`config.mk`:
```
export PLATFORM = sky130hd
export DESIGN_NAME = pfxsum_serializer
export DESIGN_NICKNAME = d
export VERILOG_FILES = /design/src/rtl/pfxsum_serializer.sv
export SDC_FILE = /design/constraint.sdc
export NUM_CORES = 1
export LEC_CHECK = 0
export ABC_AREA = 0
export ABC_CLOCK_PERIOD_IN_PS = 33600
export BUFFER_PORTS_ARGS = -buffer_cell sky130_fd_sc_hd__buf_2
export CAP_MARGIN = 20
export CORE_ASPECT_RATIO = 1.25
export CORE_MARGIN = 4
export CORE_UTILIZATION = 46
export DETAILED_ROUTE_END_ITERATION = 16
export PLACE_DENSITY = 0.66
export SYNTH_ARGS = -nofsm -noshare
export SYNTH_HDL_FRONTEND = slang
export SYNTH_SLANG_ARGS = --single-unit
```
`constraint.sdc`:
```
create_clock -name clk -period 33.6 [get_ports clk]
set_clock_uncertainty 0.15 [all_clocks]
set_input_delay 3.36 -clock clk [delete_from_list [all_inputs] [get_ports clk]]
set_output_delay 3.36 -clock clk [all_outputs]
set_load 0.01 [all_outputs]
```
`src/rtl/pfxsum_serializer.sv`:
```
// Buffers whole prefix-sum result vectors and streams them out one element per cycle
// over valid/ready, tagging each element with its index and a last flag.
module pfxsum_serializer #(
    parameter int INT_WIDTH = 32,
    parameter int V_LEN     = 16,
    parameter int DEPTH     = 2
) (
    input  logic                           clk,
    input  logic                           rst,
    input  logic                           valid_in,
    input  logic [V_LEN*INT_WIDTH-1:0]     ivec,
    output logic                           in_ready,
    output logic                           out_valid,
    input  logic                           out_ready,
    output logic [INT_WIDTH-1:0]           out_data,
    output logic [$clog2(V_LEN)-1:0]       out_idx,
    output logic                           out_last,
    output logic [$clog2(DEPTH):0]         vec_count,
    output logic                           overflow
);

    localparam int IDX_W = $clog2(V_LEN);
    localparam int PTR_W = (DEPTH > 1) ? $clog2(DEPTH) : 1;
    localparam int CNT_W = $clog2(DEPTH) + 1;
    localparam logic [IDX_W-1:0] LAST_IDX = IDX_W'(V_LEN - 1);

    typedef enum logic {IDLE, STREAM} state_t;

    state_t                       state;
    logic [V_LEN*INT_WIDTH-1:0]   mem [DEPTH];
    logic [PTR_W-1:0]             wr_ptr;
    logic [PTR_W-1:0]             rd_ptr;
    logic                         push;
    logic                         pop;
    logic [CNT_W-1:0]             cnt_next;
    logic [V_LEN*INT_WIDTH-1:0]   cur_vec;
    logic [INT_WIDTH-1:0]         elem [V_LEN];

    function automatic logic [PTR_W-1:0] ptr_inc(input logic [PTR_W-1:0] p);
        return (p == PTR_W'(DEPTH - 1)) ? '0 : p + PTR_W'(1);
    endfunction

    // Admission is purely count-based, so a same-cycle pop never raises in_ready.
    assign in_ready = (vec_count < CNT_W'(DEPTH));
    assign push     = valid_in && in_ready;
    assign pop      = (state == STREAM) && out_ready && (out_idx == LAST_IDX);
    assign cnt_next = vec_count + CNT_W'(push) - CNT_W'(pop);

    // Vector storage carries no reset; occupancy is tracked by the control state.
    always_ff @(posedge clk) begin
        if (push) begin
            mem[wr_ptr] <= ivec;
        end
    end

    assign cur_vec = mem[rd_ptr];

    for (genvar k = 0; k < V_LEN; k++) begin : g_unpack
        assign elem[k] = cur_vec[k*INT_WIDTH +: INT_WIDTH];
    end

    assign out_data = elem[out_idx];

    always_ff @(posedge clk) begin
        if (rst) begin
            state     <= IDLE;
            out_valid <= 1'b0;
            out_idx   <= '0;
            out_last  <= 1'b0;
            wr_ptr    <= '0;
            rd_ptr    <= '0;
            vec_count <= '0;
            overflow  <= 1'b0;
        end else begin
            if (valid_in && !in_ready) begin
                overflow <= 1'b1;
            end
            if (push) begin
                wr_ptr <= ptr_inc(wr_ptr);
            end
            vec_count <= cnt_next;

            case (state)
                IDLE: begin
                    if (vec_count != '0) begin
                        state     <= STREAM;
                        out_valid <= 1'b1;
                        out_idx   <= '0;
                        out_last  <= 1'b0;
                    end
                end
                STREAM: begin
                    if (out_ready) begin
                        if (out_idx == LAST_IDX) begin
                            // Next buffered vector (possibly pushed this cycle) follows without a bubble.
                            rd_ptr   <= ptr_inc(rd_ptr);
                            out_idx  <= '0;
                            out_last <= 1'b0;
                            if (cnt_next == '0) begin
                                state     <= IDLE;
                                out_valid <= 1'b0;
                            end
                        end else begin
                            out_idx  <= out_idx + IDX_W'(1);
                            out_last <= (out_idx == LAST_IDX - IDX_W'(1));
                        end
                    end
                end
                default: begin
                    state     <= IDLE;
                    out_valid <= 1'b0;
                end
            endcase
        end
    end

endmodule

```
After elaboration in Yosys (flattened, before gate mapping)
Memories as Yosys holds them, arrays and structs flattened. A register that Yosys moved wholly into a read port is not among the register bits. Index checks and enable logic that the tools add are counted.

Register bits after elaboration: 12. RAM bits: 1024. Output and inout port bits: 42. Memories: 1. Logic and storage cells: 61. Input port bits: 516.

Order comparisons: 2. Add/subtract/negate cells: 5. Muxes and demuxes: 27. Bitwise gates (word level): 2. Equal/unequal tests: 6. Reduce and logical (&&, ||, !) cells: 10.

Memories: mem (depth 2, width 512, rd ports 1, clocked after memory_dff 1, wr ports 1, line 30) `logic [V_LEN*INT_WIDTH-1:0] mem [DEPTH];`.

Operators by type and width (count): binary-select mux 32 bit (select 4 bit) (1); 2-to-1 mux 32 bit (2); 2-to-1 mux 1 bit (17); 2-to-1 mux 4 bit (3); == test 4 bit, second input constant (2); one-hot mux 4 bit (2 select lines) (1); one-hot mux 1 bit (2 select lines) (3); greater-or-equal comparator 5 bit, second input constant (1); inverter 4 -> 5 bit (1); adder 4 x 1 -> 4 bit, second input constant (1); logical AND 1 bit (4); != test 2 x 1 -> 1 bit, second input constant (2); != test 2 bit, second input constant (2); AND reduction 4 bit (1); AND reduction 3 bit (1); adder 1 bit, second input constant (2); adder 2 x 1 -> 2 bit (1); zero test 2 bit (1); less-than comparator 2 bit, second input constant (1); AND reduction 2 bit (1); nonzero test 2 bit (1); subtractor 2 x 1 -> 2 bit (1); zero test 1 bit (1); inverter 1 bit (1).

Logic depth before layout (Yosys ltp)
Gate-level depths: netlist (run 1).

Depth in word-level cells: 9. Mapped depth: 11. Mapped depth without buffers: 11.

Worst setup path before layout (run 1)
No wires, ideal clock.

Path kind: input-to-reg. From: in valid_in. To: mem mem[0][0] in the netlist's numbering, enable pin. Setup time: 1.399 ns. Cell stages on the path: 2. Required time: 32.051 ns. Path slack: 7.424 ns. Buffers on the path: 0. Arrival: 24.627 ns. Cell sequence: nand2_1 > nor2_1.

Cells in the longest elaborated chain, start to end: 3.

RTL lines: start: declaration (line 10) `input logic valid_in,`; logical AND 1 bit (line 45) `assign push = valid_in && in_ready;`; 2-to-1 mux 1 bit (line 51) `if (push) begin`; 2-to-1 mux 1 bit (implied by the code) (line 52) `mem[wr_ptr] <= ivec;`; end: declaration (line 30).

No other way between the ends.

==> results of run 1 <==
[cell type report]
cell class	count	share of cell area
Sequential cell	1037	0.660
Clock buffer	121	0.0567
Antenna cell	47	0.00250
Timing Repair Buffer	585	0.0653
Tap cell	1159	0.0308
Multi-Input combinational cell	754	0.171
Clock inverter	60	0.0132
Inverter	7	0.000585
[metrics by stage]
step / setup slack (ps) / cells / hold WS (ps) / power [W]
2_1_floorplan: 7420 / 1912 / 331 / 0.00179
3_3_place_gp: 25960 / 3541 / 303 / 0.00181
3_5_place_dp: 25960 / 3541 / 329 / 0.00182
4_1_cts: 25220 / 3722 / 350 / 0.00294
5_1_grt: 25040 / 3753 / 384 / 0.00302
6_report: 25430 / 3770 / 349 / 0.00292
[worst register-to-register path: cells and delay by family, from the launching register on]
kind / cells / cell delay [ps]
buffers and inverters: 5 / 2910
flip-flops: 1 / 400
AND/OR/NAND/NOR: 2 / 330
[kinds of logic (layout without fill, tap and decap cells)]
family / Yosys count / in the layout
fa+ha+maj: 4 / 4
buf+inv: 121 / 773
xor+xnor: 5 / 5
compound gates: 268 / 268
flops: 1037 / 1037
other cells: 0 / 47
simple gates: 93 / 93
mux: 384 / 384
[flip-flops by register name (all words and copies together), names as in the netlist, named ones only]
register,flops
out_last,1
out_valid,1
state,1
out_idx,4
mem,1024
rd_ptr,1
overflow,1
vec_count,2
wr_ptr,1
[worst min path at each step]
stage / to / slack, ps / cells past startpoint / startpoint
finish: overflow / 350 / 2 / overflow
global route: overflow / 380 / 2 / overflow
CTS: overflow / 350 / 2 / overflow
detailed placement: overflow / 330 / 2 / overflow
global placement: out_valid / 300 / 2 / out_valid
floorplan: register / 330 / 2 / rd_ptr
[layer usage]
metal / GRT usage / part of all wire / vias up
met5: 0 / 0.0022 / -
met4: 0.0771 / 0.027 / 38
met3: 0.0616 / 0.079 / 197
met2: 0.382 / 0.52 / 792
met1: 0.267 / 0.37 / 11000
li1: - / - / 9239
[cells in the final DEF, fill, tap and decap left out, types with 6 or more instances in the layout]
cell type,instances
clkinv_1,19
edfxtp_1,1024
dfxtp_1,9
bufinv_16,11
nor2_1,73
clkbuf_1,17
buf_4,22
mux4_2,128
clkbuf_16,104
clkinvlp_4,7
a2111oi_2,27
clkinv_2,15
o221ai_1,32
buf_12,6
a21oi_1,38
buf_2,557
inv_1,6
mux2i_1,256
a221oi_1,64
o21ai_0,37
diode_2,47
a22oi_1,32
o21ai_1,27
[where the power goes]
part | internal, W | total, W | switching (W) | leakage [nW]
sequential | 0.00155 | 0.00158 | 0.0000268 | 9.68
clock | 0.000651 | 0.00112 | 0.000472 | 1.59
combinational | 0.0000805 | 0.000218 | 0.000137 | 4.15
total | 0.00228 | 0.00292 | 0.000636 | 15.4
==> flow_summary.yaml, run 1 <==
synthesis:
  async_flop_share: 0
  synth_adder_area_share: 0.00126
  synth_compound_area_frac: 0.0526
  synthMuxAreaShare: 0.137
  synth_cell_types: 39
  synthTopCellsByCount: "edfxtp_1 (1024), mux2i_1 (256), mux4_2 (128), nor2_1 (75), a221oi_1 (64)"
  netlist_area_um2: 39700
  synth.most_common_cell: "edfxtp_1"
  synth_top_family_by_area: "multiplexers"
  syn-instance-count: 1912
  synth_edf_count: 1024
  synthXorXnorAreaFrac: 0.00110
  syn_avg_cell_area_um2: 20.8
  ys_warn_count: 0
  synth_top_area_share: 0.774
  ys.flop_type: "edfxtp_1"
  ys_ff_latch: 1037
  synth_area_leader_cell: "edfxtp_1"
  synth_area_leaders: "edfxtp_1 (77%), mux4_2 (7.3%), mux2i_1 (6.4%), a221oi_1 (1.4%), a2111oi_2 (1.0%)"
  synth_nets: 2432
  synth-seq-area-share: 0.780
  yosys.area_share.simple: 0.00963
critical_path:
  reg2reg_from: "vec_count[1]"
  end_kind: "primary output"
  critical_path_arrival_ps: 4660
  critical-path-top-delay-family: "buffers and inverters"
  reg2reg_depth: 7
  crit_fanout: 120
  crit_path_end: "out_data[7]"
  worstSetupStartpointType: "register"
  path_buf_inv: 3
  worstPathRequired_ps: 30090
  cp_cell_sequence: "buf_4 -> buf_12 -> mux4_2 -> a2111oi_1 -> a22oi_1 -> buf_2"
  path_depth: 6
  critPathSlowestCell: "buf_4"
  r2r_slack_ps: 29440
  r2r-end: "mem[0][81]"
  crit_path_max_incr_delay_ps: 840
  critPathKind: "register to primary output"
sta:
  worstMarginPinSlew_ps: 1220
  period_share: 0.243
  setup_tns_ps: 0
  maxSlewViolCount: 0
  rsz0062_at_grt: "false"
  finalSetupViolCount: 0
  fmax_mhz: 122
  fin_crit_ps: 8170
  timing.slew.headroom: 0.186
  hold_viol: 0
detailed_routing:
  post_drt_wl_per_cell_um: 27.3
  detail-route-antenna-nets: 0
  drt-pass1-iter-count: 5
  drc: 0
  vias_per_cell: 5.64
  num_vias: 21200
  first_iter_violations: 1980
  wl_um: 103000
floorplan:
  dieWidth_um: 271
  die-area_um2: 91200
  start_util: 0.464
  dieHeight_um: 337
  core_area_um2: 85700
  rows: 120
  ios: 558
power_and_ir_drop:
  p_leak_nw: 15.4
  p_per_area_nw_per_um2: 62.0
  ir_drop_mv: 0.0536
cells_and_area:
  area_growth_pct: 18.4
  nFillCells: 6684
  final_core_util: 0.549
  final_nets: 3005
  multi_input_area_um2: 8060
  layout-drive-gt1-share: 0.349
  regArea_um2: 31000
  final_area_um2: 47000
placement:
  dpl.hpwl_um: 66300
  place.gp.congestion: 0.813
  dpl_cell_area_um2: 43600
  portBuffers: 557
grt:
  track_usage: 0.220
  grt_pass1_vias: 22300
  overflow: 0
  grt_max_degree: 181
  antenna_found_initial: 84
  grt_pass1_wl_um: 147000
flow_run:
  maxCapViolCount: 0
status:
  status: "finished clean"
cts:
  cts_buffer_depth: 3
  htreeDepth: 3
  cts_resized: 0
  cts-buffers-inserted: 100
  clk_pin_slew_ps: 60
  cts_hold_buf: 0
  post_cts_buffers: 0
  cts.sinks: 1037
  root_buffer: "clkbuf_16"
  clk_latency_ps: 650
  tritoncts: "yes"
hold_path:
  hold_class: "register to register"
Power figures use the tool's default switching activity.
==> run 2: changes to the inputs <==
- ABC_CLOCK_PERIOD_IN_PS: 33600 -> 7810
- clock period: 33.6 -> 7.81 ns (I/O delays scaled with it)
==> run 2 against run 1 <==
  * Utilization rose by 0.079 points
  * Die area unchanged
  * Combinational power grew to 4.3 times the previous value
  * Register-to-register slack got worse by 25000 ps
  * Via count about the same
  * Final area rose by 0.14%
  * First-iteration DRC count fell by 4.6%
  * Largest cell class unchanged
  * Highest routed layer unchanged
  * Sequential share of layout area fell by 0.094 points
  * Critical path type unchanged
  * Total power grew to 4.3 times the previous value
==> flow_summary.yaml, run 2 (synthesis results as in run 1) <==
cts:
  cts.sinks: 1037
  cts_resized: 0
  cts_buffer_depth: 3
  cts-buffers-inserted: 99
  clk_pin_slew_ps: 70
  htreeDepth: 3
  root_buffer: "clkbuf_16"
  post_cts_buffers: 0
  tritoncts: "yes"
  cts_hold_buf: 0
  clk_latency_ps: 670
cells_and_area:
  top_register: "mem"
  final_common_cell: "edfxtp_1"
  final_nets: 3002
  nFillCells: 6643
  layout_common_cells: "edfxtp_1 (1024), buf_2 (557), mux2i_1 (256)"
  layout-drive-gt1-share: 0.348
  area_growth_pct: 18.5
  largest_reg_flops: 1024
  final_area_um2: 47100
  reg.largest.list: "mem: 1024 flops, out_idx: 4 flops, vec_count: 2 flops"
critical_path:
  critPathSlowestCell: "buf_4"
  cp_common_cell: "buf_4"
  reg2reg_from: "vec_count[1]"
  r2r_slack_ps: 4620
  cp_cell_sequence: "buf_4 -> nand3b_1 -> buf_4 -> nor2_1 -> a2111oi_2 -> a22oi_1 -> buf_2"
  worstSetupStartpointType: "register"
  reg2reg_depth: 3
  critical_path_arrival_ps: 4060
  critPathKind: "register to primary output"
  worstPathRequired_ps: 6880
  end_kind: "primary output"
  crit_fanout: 55
  r2r-end: "mem[1][32]"
  crit_path_max_incr_delay_ps: 860
floorplan:
  die-area_um2: 91200
  dieWidth_um: 271
  ios: 558
  start_util: 0.464
  dieHeight_um: 337
  core_area_um2: 85700
  rows: 120
status:
  status: "finished clean"
detailed_routing:
  num_vias: 21200
  post_drt_wl_per_cell_um: 26.8
  vias_per_cell: 5.62
  drt-pass1-iter-count: 7
  detail-route-antenna-nets: 0
  drc: 0
  wl_um: 101000
  first_iter_violations: 1888
grt:
  grt_pass1_vias: 22400
  overflow: 0
  antenna_found_initial: 91
  track_usage: 0.217
  grt_max_degree: 185
  grt_pass1_wl_um: 145000
sta:
  maxSlewViolCount: 0
  hold_viol: 0
  finalSetupViolCount: 0
  fmax_mhz: 200
  setup_tns_ps: 0
  period_share: 0.639
  fin_crit_ps: 4990
  hold_ws_ps: 155
  timing.slew.headroom: 0.221
  rsz0062_at_grt: "false"
  worstMarginPinSlew_ps: 1170
power_and_ir_drop:
  p_per_area_nw_per_um2: 266
  ir_drop_mv: 0.214
  p_leak_nw: 15.5
placement:
  portBuffers: 557
  dpl.hpwl_um: 66400
  place.gp.congestion: 0.798
  dpl_cell_area_um2: 43700
hold_path:
  hold_depth: 1
  hold_class: "input pin to register"
  hold_path_startpoint: "ivec[161]"
  min_to: "mem[0][161]"
flow_run:
  maxCapViolCount: 0
run 2: cell types whose count changed in the layout (fill, tap and decap cells not counted):
cell / previous run / this run
buf_12: 6 / 8
buf_16: 0 / 1
buf_4: 22 / 17
bufinv_16: 11 / 13
clkbuf_1: 17 / 9
clkbuf_16: 104 / 102
clkinv_1: 19 / 35
clkinv_2: 15 / 22
clkinv_4: 3 / 1
clkinvlp_4: 7 / 1
diode_2: 47 / 54
inv_6: 4 / 3
nand2_1: 4 / 3
nand2_8: 0 / 1
run 2: routing by layer:
metal | GRT usage | share of wire
met1 | 0.255 | 0.36
met2 | 0.377 | 0.52
met3 | 0.0649 | 0.082
met4 | 0.0853 | 0.030
met5 | 0 | 0.0032
run 2: where the power goes:
part | leakage, nW | switching [W] | internal (W)
logic | 4.16 | 0.000597 | 0.000349
clock network | 1.62 | 0.00201 | 0.00281
registers | 9.68 | 0.000116 | 0.00666
run 2: how the worst max path moves through the flow:
stage          startpoint           end  slack [ps]
2_1_floorplan    valid_in     mem[0][0]       -1140
3_3_place_gp   out_idx[0]  out_data[27]        3420
3_5_place_dp   out_idx[0]   out_data[4]        3390
4_1_cts        out_idx[0]   out_data[4]        2600
5_1_grt        out_idx[0]   out_data[7]        2600
6_report       out_idx[0]  out_data[17]        2820
run 2: critical path, delay by kind of cell (launching register included):
kind | cells | cell delay [ps]
buf+inv | 3 | 1540
flops | 1 | 850
compound gates | 2 | 560
simple gates | 2 | 390
run 2: final cells by class:
type	count	area (µm²)	share of cell area
inverter	7	27.5	0.000584
antenna	54	135	0.00287
tap	1159	1450	0.0308
sequential	1037	31000	0.659
timing repair buffer	583	3100	0.0659
clock buffer	111	2590	0.0549
clock inverter	76	706	0.0150
multi-input combinational	754	8080	0.171
run 2: per-stage QoR:
stage / instances / total power [W] / worst slack (ps) / utilization
finish: 3781 / 0.0125 / 2820 / 0.549
global route: 3757 / 0.0130 / 2600 / 0.549
CTS: 3726 / 0.0127 / 2600 / 0.548
detailed placement: 3539 / 0.00785 / 3390 / 0.509
global placement: 3539 / 0.00780 / 3420 / 0.509
floorplan: 1912 / 0.00748 / -1140 / -
==> run 3: changes to the inputs <==
- ABC_AREA: 0 -> 1
- ABC_CLOCK_PERIOD_IN_PS: 7810 -> 4900
- clock period: 7.81 -> 4.9 ns (I/O delays scaled with it)
==> run 3 against run 2 <==
  * Global-route usage rose by 5.1 points
  * Final area rose by 15%
  * Critical path depth increased by 4
  * First-iteration DRC count is 110% higher
  * Wire length is 32% higher
  * Sequential power increased by 56%
  * Highest routed layer unchanged
  * Synthesized cell count up 86%
  * Critical path type unchanged
  * Flip-flop and latch count unchanged
==> flow_summary.yaml, run 3 <==
critical_path:
  crit_fanout: 217
  critPathKind: "register to primary output"
  worstSetupStartpointType: "register"
  path_depth: 11
  critical_path_arrival_ps: 3550
  crit_path_max_incr_delay_ps: 520
  cp_cell_sequence: "inv_16 -> buf_4 -> nand2_1 -> nand3_1 -> nand3_1 -> nand2_1 -> nor2_1 -> nand2_1 -> nand2_1 -> inv_1 -> buf_2"
  r2r-end: "out_valid"
  reg2reg_depth: 13
  critical-path-top-delay-family: "simple AND/OR/NAND/NOR gates"
  reg2reg_from: "out_idx[0]"
  critPathSlowestCell: "nor2_1"
  path_buf_inv: 4
  end_kind: "primary output"
  r2r_slack_ps: 1940
  cp_common_cell: "nand2_1"
  worstPathRequired_ps: 4260
placement:
  dpl.hpwl_um: 83600
  place.gp.congestion: 0.840
  dp_slack_ps: 1510
  placed_cells: 5147
  portBuffers: 557
floorplan:
  core_area_um2: 90200
  ios: 558
  rows: 123
  dieWidth_um: 278
  dieHeight_um: 345
  start_util: 0.464
  die-area_um2: 95900
synthesis:
  syn_avg_cell_area_um2: 11.8
  synth_top_family_by_area: "simple AND/OR/NAND/NOR gates"
  netlist_area_um2: 41800
  async_flop_share: 0
  syn-instance-count: 3558
  synth-seq-area-share: 0.741
  synthXorXnorAreaFrac: 0.000419
  synth_cell_types: 25
  ys_warn_count: 0
  ys_ff_latch: 1037
  synthTopCellsByCount: "nand2_1 (1391), edfxtp_1 (1024), nand3_1 (642), nor2_1 (138), buf_2 (121)"
  synth_adder_area_share: 0.00120
  synth_nets: 4078
  synthMuxAreaShare: 0
  ys.flop_type: "edfxtp_1"
  synth_area_leaders: "edfxtp_1 (74%), nand2_1 (12%), nand3_1 (7.7%), buf_2 (1.4%), nor2_1 (1.2%)"
  synth.most_common_cell: "nand2_1"
  yosys.area_share.simple: 0.215
  synth_edf_count: 1024
  synth_compound_area_frac: 0.00939
  synth_top_area_share: 0.735
  synth_area_leader_cell: "edfxtp_1"
cts:
  clk_latency_ps: 660
  cts-buffers-inserted: 98
  post_cts_buffers: 0
  clk_pin_slew_ps: 70
  htreeDepth: 3
  cts_buffer_depth: 3
  cts.sinks: 1037
  root_buffer: "clkbuf_16"
  tritoncts: "yes"
status:
  status: "finished clean"
hold_path:
  min_to: "mem[0][157]"
  hold_class: "input pin to register"
  hold_depth: 1
  hold_path_startpoint: "ivec[157]"
cells_and_area:
  layout-drive-gt1-share: 0.165
  nFillCells: 6872
  area_growth_pct: 29.5
  final_common_cell: "nand2_1"
  largest_reg_flops: 1024
  top_register: "mem"
  final_nets: 5093
  layout_common_cells: "nand2_1 (1390), edfxtp_1 (1024), nand3_1 (642)"
  reg.largest.list: "mem: 1024 flops, out_idx: 4 flops, vec_count: 2 flops"
  final_cells: 5896
detailed_routing:
  drt-pass1-iter-count: 5
  num_vias: 31500
  first_iter_violations: 3878
  post_drt_wl_per_cell_um: 22.7
  drc: 0
  vias_per_cell: 5.34
  wl_um: 134000
  detail-route-antenna-nets: 0
grt:
  grt_pass1_wl_um: 194000
  antenna_found_initial: 57
  overflow: 0
  grt_pass1_vias: 30500
  track_usage: 0.268
  grt_max_degree: 218
sta:
  fmax_mhz: 239
  hold_ws_ps: 22.4
  period_share: 0.855
  fin_crit_ps: 4190
  finalSetupViolCount: 0
  setup_slack_ps: 708
  setup_tns_ps: 0
  hold_viol: 0
  worstMarginPinSlew_ps: 1180
  rsz0062_at_grt: "false"
  timing.slew.headroom: 0.212
  maxSlewViolCount: 0
power_and_ir_drop:
  ir_drop_mv: 0.296
  p_leak_nw: 21.2
  p_per_area_nw_per_um2: 384
flow_run:
  maxCapViolCount: 0
## run 3: cell count changes in the layout (fill, tap and decap cells not counted), sizes merged, moves of 32 or more
cell / delta
a2111oi: -33
a21oi: +34
nand2: +1387
nand3: +641
a221oi: -63
o21ai: -62
inv: +41
a22oi: -32
mux4: -128
mux2i: -256
nor2: +64
dlygate4sd3: +513
o221ai: -32
## run 3: how the worst max path moves through the flow
stage | slack (ps) | start | to
2_1_floorplan | -3770 | valid_in | mem[1][0]
3_3_place_gp | 1490 | register | out_data[1]
3_5_place_dp | 1510 | register | out_data[1]
4_1_cts | 780 | register | out_data[1]
5_1_grt | 610 | register | out_data[1]
6_report | 710 | register | out_data[1]
## run 3: layer usage
layer / track usage / part of all wire / wire, µm
met1: 0.370 / 0.40 / 53500
met2: 0.425 / 0.47 / 63600
met4: 0.116 / 0.047 / 6240
met3: 0.0423 / 0.079 / 10600
met5: 0 / 0.00053 / 71
## run 3: timing repair
item                      in CTS  in global routing
resized for setup              0                  0
hold buffers                 513                  0
hold endpoints to repair    1026                  0
## run 3: worst register-to-register path: stages, from the launching register on
cell and delay [ps]:
dfxtp_4 420, buf_4 480, ha_1 290, nand3_1 240, inv_1 270, ha_1 270
inv_1 50, ha_1 180, xor2_1 150, nand2_1 60, nand2_1 80, a21oi_1 100
nand2_1 70, nand2_1 40
## run 3: area by class of cell
cell class	instances	area (µm²)	share of cell area
Antenna cell	54	135	0.00250
Clock buffer	124	2670	0.0492
Clock inverter	58	613	0.0113
Inverter	50	214	0.00395
Multi-Input combinational cell	2260	9480	0.175
Sequential cell	1037	31000	0.573
Tap cell	1187	1490	0.0274
Timing Repair Buffer	1126	8540	0.158
## run 3: per-stage QoR
stage | util | area (µm²) | total power (W)
finish | 0.601 | 54200 | 0.0208
detailed placement | 0.506 | 45600 | 0.0128
global placement | 0.505 | 45600 | 0.0128
CTS | 0.599 | 54000 | 0.0208
global route | 0.600 | 54100 | 0.0215
floorplan | - | 41900 | 0.0119
## run 3: report_power, final
group	switching (W)	internal, W
clock network	0.00326	0.00453
logic	0.00160	0.000861
registers	0.000142	0.0104
## run 3: kinds of logic (layout without fill, tap and decap cells)
logic type               after synthesis  in the layout
flip-flops                          1037           1037
buffers and inverters                261           1358
other                                  0             54
XOR/XNOR                               2              2
AO/OA/AOI/OAI                         77             77
adder cells (fa/ha/maj)                4              4
AND/OR/NAND/NOR                     2177           2177
